File: config.mk
export PLATFORM = sky130hd
export DESIGN_NAME = proc_run_monitor
export DESIGN_NICKNAME = d
export VERILOG_FILES = /design/src/rtl/proc_tb_pkg.sv /design/src/rtl/sat_counter.sv /design/src/rtl/proc_run_monitor.sv
export SDC_FILE = /design/constraint.sdc
export NUM_CORES = 1
export LEC_CHECK = 0
export BUFFER_PORTS_ARGS = -buffer_cell sky130_fd_sc_hd__buf_2
export CORE_ASPECT_RATIO = 0.75
export CORE_UTILIZATION = 55
export DETAILED_ROUTE_END_ITERATION = 10
export HOLD_SLACK_MARGIN = 0.02
export PLACE_DENSITY = 0.85
export SYNTH_ARGS = -nofsm -noshare
export SYNTH_HDL_FRONTEND = slang
export SYNTH_SLANG_ARGS = --single-unit
File: constraint.sdc
create_clock -name clk -period 3.7 [get_ports clk]
set_clock_uncertainty 0.05 [all_clocks]
set_input_delay 0.74 -clock clk [delete_from_list [all_inputs] [get_ports clk]]
set_output_delay 0.74 -clock clk [all_outputs]
set_load 0.05 [all_outputs]
File: src/rtl/proc_tb_pkg.sv
// -----------------------------------------------------------------------------
// proc_tb_pkg
// Shared definitions for the processor run monitor: the run FSM state
// encoding, default parameter values, the width of the small internal phase
// counters, and a saturating increment helper for those counters.
// -----------------------------------------------------------------------------
package proc_tb_pkg;

    typedef enum logic [1:0] {
        ST_IDLE = 2'd0,
        ST_HOLD = 2'd1,
        ST_RUN  = 2'd2,
        ST_DONE = 2'd3
    } run_state_e;

    localparam int DEF_DATA_W         = 32;
    localparam int DEF_RESET_CYCLES   = 1;
    localparam int DEF_TIMEOUT_CYCLES = 10;
    localparam int DEF_STABLE_CYCLES  = 2;
    localparam int DEF_CNT_W          = 16;

    // Hold and stable counters only ever need to reach 255.
    localparam int PHASE_CNT_W = 8;

    function automatic logic [PHASE_CNT_W-1:0] phase_sat_inc(input logic [PHASE_CNT_W-1:0] v);
        return (v == {PHASE_CNT_W{1'b1}}) ? v : v + PHASE_CNT_W'(1);
    endfunction

endpackage

File: src/rtl/sat_counter.sv
// -----------------------------------------------------------------------------
// sat_counter
// Up-counter that sticks at its all-ones value instead of wrapping.
// Ports:
//   clk   - clock, rising edge
//   rst_n - asynchronous active-low reset, clears the count
//   clr   - synchronous clear (wins over en)
//   en    - count enable
//   count - current count value
// -----------------------------------------------------------------------------
module sat_counter #(
    parameter int WIDTH = 16
) (
    input  logic             clk,
    input  logic             rst_n,
    input  logic             clr,
    input  logic             en,
    output logic [WIDTH-1:0] count
);

    logic [WIDTH-1:0] count_q;
    logic [WIDTH-1:0] count_d;

    always_comb begin
        count_d = count_q;
        if (clr) begin
            count_d = '0;
        end else if (en && (count_q != {WIDTH{1'b1}})) begin
            count_d = count_q + WIDTH'(1);
        end
    end

    always_ff @(posedge clk or negedge rst_n) begin
        if (!rst_n) begin
            count_q <= '0;
        end else begin
            count_q <= count_d;
        end
    end

    assign count = count_q;

endmodule

File: src/rtl/proc_run_monitor.sv
// -----------------------------------------------------------------------------
// proc_run_monitor
// Drives a processor under test through reset, lets it run, and watches its
// final result. A run passes once result has matched expected for
// STABLE_CYCLES consecutive RUN cycles, and fails if TIMEOUT_CYCLES RUN cycles
// elapse first. All outputs are registered.
// Ports:
//   clk         - clock, rising edge
//   rst         - asynchronous active-low reset
//   start       - one-cycle request to begin a run (honoured in IDLE/DONE)
//   expected    - golden result value
//   result      - processor final_result, sampled every cycle
//   core_rst    - active-high reset to the processor (low only in RUN)
//   running     - high while in RUN
//   done        - high while in DONE
//   pass        - run ended on a stable match
//   fail        - run ended on timeout
//   cycle_count - RUN cycles elapsed (saturating, frozen in DONE)
//   last_result - result captured on the final RUN cycle
// -----------------------------------------------------------------------------
module proc_run_monitor
    import proc_tb_pkg::*;
#(
    parameter int DATA_W         = DEF_DATA_W,
    parameter int RESET_CYCLES   = DEF_RESET_CYCLES,
    parameter int TIMEOUT_CYCLES = DEF_TIMEOUT_CYCLES,
    parameter int STABLE_CYCLES  = DEF_STABLE_CYCLES,
    parameter int CNT_W          = DEF_CNT_W
) (
    input  logic              clk,
    input  logic              rst,
    input  logic              start,
    input  logic [DATA_W-1:0] expected,
    input  logic [DATA_W-1:0] result,
    output logic              core_rst,
    output logic              running,
    output logic              done,
    output logic              pass,
    output logic              fail,
    output logic [CNT_W-1:0]  cycle_count,
    output logic [DATA_W-1:0] last_result
);

    // ---------------------------------------------------------------- checks
    generate
        if (DATA_W < 1) begin : g_bad_data_w
            $error("proc_run_monitor: DATA_W=%0d must be at least 1", DATA_W);
        end
        if (CNT_W < 1 || CNT_W > 32) begin : g_bad_cnt_w
            $error("proc_run_monitor: CNT_W=%0d outside 1..32", CNT_W);
        end
        if (RESET_CYCLES < 1 || RESET_CYCLES > 255) begin : g_bad_reset_cycles
            $error("proc_run_monitor: RESET_CYCLES=%0d outside 1..255", RESET_CYCLES);
        end
        if (STABLE_CYCLES < 1 || STABLE_CYCLES > 255) begin : g_bad_stable_cycles
            $error("proc_run_monitor: STABLE_CYCLES=%0d outside 1..255", STABLE_CYCLES);
        end
        if (TIMEOUT_CYCLES < 1 ||
            longint'(TIMEOUT_CYCLES) > ((longint'(1) << CNT_W) - 1)) begin : g_bad_timeout
            $error("proc_run_monitor: TIMEOUT_CYCLES=%0d outside 1..2^CNT_W-1", TIMEOUT_CYCLES);
        end
    endgenerate

    // ------------------------------------------------------------- state
    run_state_e              state_q, state_d;
    logic [PHASE_CNT_W-1:0]  hold_cnt_q, hold_cnt_d;
    logic [PHASE_CNT_W-1:0]  stable_q, stable_d;

    logic                    core_rst_q, core_rst_d;
    logic                    running_q, running_d;
    logic                    done_q, done_d;
    logic                    pass_q, pass_d;
    logic                    fail_q, fail_d;
    logic [DATA_W-1:0]       last_result_q, last_result_d;

    logic [CNT_W-1:0]        run_cnt;
    logic                    start_ok;
    logic                    match;
    logic                    pass_hit;
    logic                    timeout_hit;

    assign start_ok = start && ((state_q == ST_IDLE) || (state_q == ST_DONE));
    assign match    = (result == expected);

    // The match in the current cycle completes the streak when stable_q
    // already holds STABLE_CYCLES-1 earlier matches.
    assign pass_hit = (state_q == ST_RUN) && match &&
                      (stable_q == PHASE_CNT_W'(STABLE_CYCLES - 1));

    // Timeout yields to a same-cycle pass so the two flags stay exclusive.
    assign timeout_hit = (state_q == ST_RUN) && !pass_hit &&
                         (run_cnt == CNT_W'(TIMEOUT_CYCLES - 1));

    // RUN-cycle counter; it also advances on the final RUN edge, so a
    // timeout leaves it equal to TIMEOUT_CYCLES, and stops once in DONE.
    sat_counter #(
        .WIDTH (CNT_W)
    ) u_cycle_cnt (
        .clk   (clk),
        .rst_n (rst),
        .clr   (start_ok),
        .en    (state_q == ST_RUN),
        .count (run_cnt)
    );

    // ------------------------------------------------- state register
    always_ff @(posedge clk or negedge rst) begin
        if (!rst) begin
            state_q       <= ST_IDLE;
            hold_cnt_q    <= '0;
            stable_q      <= '0;
            core_rst_q    <= 1'b1;
            running_q     <= 1'b0;
            done_q        <= 1'b0;
            pass_q        <= 1'b0;
            fail_q        <= 1'b0;
            last_result_q <= '0;
        end else begin
            state_q       <= state_d;
            hold_cnt_q    <= hold_cnt_d;
            stable_q      <= stable_d;
            core_rst_q    <= core_rst_d;
            running_q     <= running_d;
            done_q        <= done_d;
            pass_q        <= pass_d;
            fail_q        <= fail_d;
            last_result_q <= last_result_d;
        end
    end

    // ------------------------------------------------- next-state logic
    always_comb begin
        state_d    = state_q;
        hold_cnt_d = hold_cnt_q;
        stable_d   = stable_q;
        case (state_q)
            ST_IDLE, ST_DONE: begin
                if (start) begin
                    state_d    = ST_HOLD;
                    hold_cnt_d = '0;
                    stable_d   = '0;
                end
            end
            ST_HOLD: begin
                if (hold_cnt_q == PHASE_CNT_W'(RESET_CYCLES - 1)) begin
                    state_d = ST_RUN;
                end else begin
                    hold_cnt_d = hold_cnt_q + PHASE_CNT_W'(1);
                end
            end
            ST_RUN: begin
                stable_d = match ? phase_sat_inc(stable_q) : '0;
                if (pass_hit || timeout_hit) begin
                    state_d = ST_DONE;
                end
            end
            default: begin
                state_d = ST_IDLE;
            end
        endcase
    end

    // ------------------------------------------------- output logic
    // Outputs are computed from the next state so the registered versions
    // line up with the state they describe.
    always_comb begin
        core_rst_d    = (state_d != ST_RUN);
        running_d     = (state_d == ST_RUN);
        done_d        = (state_d == ST_DONE);
        pass_d        = pass_q;
        fail_d        = fail_q;
        last_result_d = last_result_q;
        if (start_ok) begin
            pass_d = 1'b0;
            fail_d = 1'b0;
        end
        if (pass_hit) begin
            pass_d = 1'b1;
        end else if (timeout_hit) begin
            fail_d = 1'b1;
        end
        if (pass_hit || timeout_hit) begin
            last_result_d = result;
        end
    end

    assign core_rst    = core_rst_q;
    assign running     = running_q;
    assign done        = done_q;
    assign pass        = pass_q;
    assign fail        = fail_q;
    assign cycle_count = run_cnt;
    assign last_result = last_result_q;

endmodule
# Word-level counts from Yosys, hierarchy flattened
# Index checks and enable logic that the tools add are counted.
# totals
register_bits	71
word_cells	62
# classes
n_reduce_logical	18
muxes	17
n_eq_ne	14
addsub	3
# ops
operator	n
== test 32 bit	1
two-way mux 16 bit	2
two-way mux 8 bit	4
case mux 8 bit (2 select lines)	2
adder 16 x 1 -> 16 bit, second input constant	1
adder 8 x 1 -> 8 bit, second input constant	2
== test 16 x 4 -> 1 bit, second input constant	1
inequality test 16 bit, second input constant	1
== test 2 bit, second input constant	4
== test 8 x 1 -> 1 bit, second input constant	1
== test 8 bit, second input constant	1
zero test 8 bit	1
nonzero test 2 bit	4
logical AND 1 bit	6
two-way mux 2 bit	3
inequality test 2 bit, second input constant	3
case mux 2 bit (3 select lines)	1
AND reduction 3 bit	2
two-way mux 1 bit	5
inequality test 3 bit, second input constant	1
== test 2 x 1 -> 1 bit, second input constant	1
zero test 2 bit	1
logical OR 1 bit	2
OR reduction 2 bit	1
zero test 1 bit	1

# Logic depth before layout (Yosys ltp)
# depth
word_depth	10
depth_mapped	9

# Hierarchy
# From an unflattened synthesis, not the netlist that was laid out.
# hier_totals
hier_cells	341
hier_area_um2	3741.1
# modules_own_cells
mod	instances	area_each_um2	cells_each
proc_run_monitor	1	2798.9	243
sat_counter	1	942.2	98

# Worst setup path after synthesis
# Ideal clock, no wire load.
# synth_path
path_type	input to register
start	input expected[1]
end	register last_result_q[10] (netlist: last_result[10])
path_slack_ns	1.209
stages	6
t_required_ns	3.525
arrival_ns	2.316
setup_ns	0.125
path_cell_list	xor2_1 > nor4_2 > nand3_1 > o41ai_4 > buf_6 > mux2_4
# synth_between
elab_chain_cells	7
# synth_rtl
element	line	rtl
start: declaration	proc_run_monitor.sv:33	input logic [DATA_W-1:0] expected,
== test 32 bit (*)	proc_run_monitor.sv:83	assign match = (result == expected);
logical AND 1 bit (*) (2 in series)	proc_run_monitor.sv:87	assign pass_hit = (state_q == ST_RUN) && match &&
zero test 1 bit	proc_run_monitor.sv:91	assign timeout_hit = (state_q == ST_RUN) && !pass_hit &&
logical AND 1 bit (2 in series)	proc_run_monitor.sv:91	
logical OR 1 bit (*)	proc_run_monitor.sv:182	if (pass_hit || timeout_hit) begin
end signal: assignment	proc_run_monitor.sv:127	last_result_q <= last_result_d;
end: declaration	proc_run_monitor.sv:74	logic [DATA_W-1:0] last_result_q, last_result_d;
# Mark *: on every way between the ends. The rest lies on a longest branch, timed or not.
# A chain may end at the register's enable or synchronous reset.

# Worst setup path after layout
# layout_path
start	register state_q[0]
end	register last_result_q[1] (netlist: last_result[1])
# layout_between
elab_chain_cells	7
# layout_rtl
element	line	rtl
start: declaration	proc_run_monitor.sv:65	run_state_e state_q, state_d;
start signal: assignment	proc_run_monitor.sv:119	state_q <= state_d;
== test 2 bit (*)	proc_run_monitor.sv:87, proc_run_monitor.sv:91	
logical AND 1 bit (2 in series)	proc_run_monitor.sv:87	
zero test 1 bit	proc_run_monitor.sv:91	
logical AND 1 bit (2 in series)	proc_run_monitor.sv:91	
logical OR 1 bit (*)	proc_run_monitor.sv:182	
# Marks and branches as above.

==> reports/results.txt <==
status: finished with violations
failing checks: design-rule violations
Worst IR Drop VDD: 277 uV
Crit path largest cell delay: 0.46 ns
Rows: 25
CP arrival: 2.91 ns
Power Density: 528 mW/mm2
Netlist cell types: 46
first-pass GRT wire length: 14500 um
First-pass DRT Iterations: 8
post_cts resized: 0
Die H: 74.4 um
Yosys reg bits: 71
placed inst area: 0.00451 mm2
Post-CTS Setup Bufs: 0
NumNets Final: 542
placed cells: 537
setup violators final: 0
TritonCTS buffer count: 9
Critical Path RT: 3.87 ns
Max Slew Vio Count: 0
Antenna diodes: 0
I/O Buffers: 119
critical path's slowest cell: buf_4
die width: 98.5 um
Crit Path Class: reg -> reg
clock tree buffer depth: 2
I/O pin count: 120
Post-Synthesis Cells: 341
Hold Buf Count CTS: 0
Leakage: 2.31 nW
gpl congestion: 0.886
Clk pin slew, worst setup/hold paths: 0.07 ns
met3 usage: 5.73%
most frequent cells in the layout: 119 x buf_2, 70 x dfrtp_1, 33 x xor2_1
gr busiest metal: met2
Die ar.: 0.00732 mm2
total global-route track usage: 25.6%
drt via density: 5.57
Mean Syn Cell Area: 11.3 um2
vias in the first global route: 3062
Max Cap Viol: 0
Vias: 3081
RSZ-0062 raised after global routing: no
CTS tree: done
Least-Margin Pin Slew: 0.732 ns
final design utilization: 72.4%
Root Buffer: clkbuf_8
EDFF count, synth: 0
leading cell type in the layout, fill and taps excluded: buf_2
Post-synth ARST share: 100%
Post-DP HPWL: 6700 um
initial DRC count: 211
fin crit period: 2.74 ns
main flop type after synthesis: dfrtp_1
Critical Path Sink Type: flop
Final Hold Viols: 0
Fin Setup TNS: 0 ns
M1 GR Usage: 33.4%
crit start category: flop
H-tree depth: 3
Seq/Total Area, Yosys: 46.3%
Crit Path Max Fanout: 25
cell mode on critical path: inv_1
Slew headroom: 51.2%
HP Class: in -> async
clock latency on the worst-skew pair: 0.34 ns
drt drc: 6
Total Wirelength: 8920 um
Design Area, Final: 0.00471 mm2
Yosys warnings: 0
fmax: 365 MHz
Area Overhead vs Synth: 22.7%
GRT Residual Overflow: 0
layout cell share with drive strength beyond 1: 37.9%
core area: 0.00651 mm2
Initial Util: 59.0%
Mapped Nets: 416
met2 Resource Use GR: 42.5%
total clock sinks: 71
largest net degree at the start of global routing: 41
WL/cell: 16.1 um
critical-path cell list: inv_1, ha_1, inv_1, nor4_1, nand4_1, o41ai_4, buf_4, mux2_2
Mapped Area: 0.00384 mm2
initial antenna violation count: 0
period utilization: 74.1%
ANT nets after route: 0
non-filler cells, final: 553
-- registers in the layout, indices dropped and copies added, names as in the netlist, 2 cells and up --
signal and cells:
last_result 32, hold_cnt_q 8, u_cycle_cnt.count 16, stable_q 8, state_q 2
-- cells by family after synthesis --
group / after synthesis / synth area share (%)
fa+ha+maj: 8 / 2.61
flops: 71 / 46.3
compound gates: 40 / 7.62
mux: 33 / 12.6
simple gates: 121 / 17.5
xor+xnor: 46 / 10.5
buf+inv: 22 / 2.87
-- metrics by stage --
| step | setup WS (ns) | total power (W) | hold WS (ns) |
|---|---|---|---|
| 2_1_floorplan | 1.21 | 0.00162 | 0.394 |
| 3_3_place_gp | 0.793 | 0.00184 | 0.418 |
| 3_5_place_dp | 0.752 | 0.00187 | 0.423 |
| 4_1_cts | 0.989 | 0.00250 | 0.381 |
| 5_1_grt | 0.755 | 0.00263 | 0.398 |
| 6_report | 0.958 | 0.00249 | 0.383 |
-- cells in the mapped netlist (2+ instances only) --
| master | n | share of area (%) |
|---|---|---|
| o21ai_0 | 9 | 1.2 |
| a31o_2 | 2 | 0.46 |
| dfrtp_1 | 70 | 46 |
| nor4_2 | 2 | 0.65 |
| nor2_1 | 30 | 2.9 |
| buf_6 | 3 | 0.88 |
| mux2_4 | 30 | 12 |
| nand2b_1 | 10 | 1.6 |
| nor3_1 | 6 | 0.78 |
| nand3_1 | 13 | 1.7 |
| nand4_1 | 20 | 3.3 |
| and4_1 | 3 | 0.68 |
| a211oi_1 | 3 | 0.59 |
| xnor2_1 | 13 | 3.0 |
| nor2b_1 | 2 | 0.33 |
| nor4_1 | 3 | 0.49 |
| ha_1 | 8 | 2.6 |
| clkbuf_1 | 3 | 0.29 |
| a311oi_1 | 2 | 0.46 |
| or3_1 | 2 | 0.33 |
| nor4b_1 | 2 | 0.46 |
| and3_1 | 7 | 1.1 |
| nand2_1 | 11 | 1.1 |
| a21oi_1 | 13 | 1.7 |
| xor2_1 | 33 | 7.5 |
| mux2_2 | 3 | 0.88 |
| inv_1 | 14 | 1.4 |
| and2_1 | 6 | 0.98 |
-- routing by layer --
layer / vias to the layer above / part of all wire (%) / routed length [um]
li1: 1467 / - / -
met1: 1488 / 45 / 4050
met2: 105 / 47 / 4240
met3: 21 / 4.9 / 440
met4: 0 / 2.1 / 189
met5: - / 0 / 0
-- path summary, 6_finish.rpt --
check	from	endpoint	slack, ns	cells past startpoint
max	state_q[0]$_DFF_PN0_	last_result[1]$_DFFE_PN0P_	0.96	8
min	rst	last_result[7]$_DFFE_PN0P_	0.38	2
max reg2reg	state_q[0]$_DFF_PN0_	last_result[1]$_DFFE_PN0P_	0.96	8
min reg2reg	pass$_DFFE_PN0P_	pass$_DFFE_PN0P_	0.44	2
max in group asynchronous	rst	fail$_DFF_PN0_	2.80	2
min in group clk	pass$_DFFE_PN0P_	pass$_DFFE_PN0P_	0.44	2
-- report_power, final --
| group | switching (W) | internal, W | leakage [nW] | total, W |
|---|---|---|---|---|
| logic | 0.000630 | 0.000294 | 1.30 | 0.000924 |
| clock network | 0.000281 | 0.000348 | 0.0996 | 0.000629 |
| registers | 0.0000673 | 0.000869 | 0.907 | 0.000936 |
| total | 0.000978 | 0.00151 | 2.31 | 0.00249 |
-- cell type report --
type	count	area (um2)
Timing Repair Buffer	123	626
Clock inverter	3	42.5
Clock buffer	13	159
Fill cell	468	1800
Tap cell	81	101
Sequential cell	71	1780
Inverter	14	52.6
Multi-Input combinational cell	248	1950
-- critical path, delay by kind of cell (launching register included) --
family / cells / cell delay (ns)
mux: 1 / 0.39
flops: 1 / 0.42
compound gates: 1 / 0.13
simple gates: 2 / 0.55
buf+inv: 3 / 0.72
fa+ha+maj: 1 / 0.36
Power figures use the tool's default switching activity.
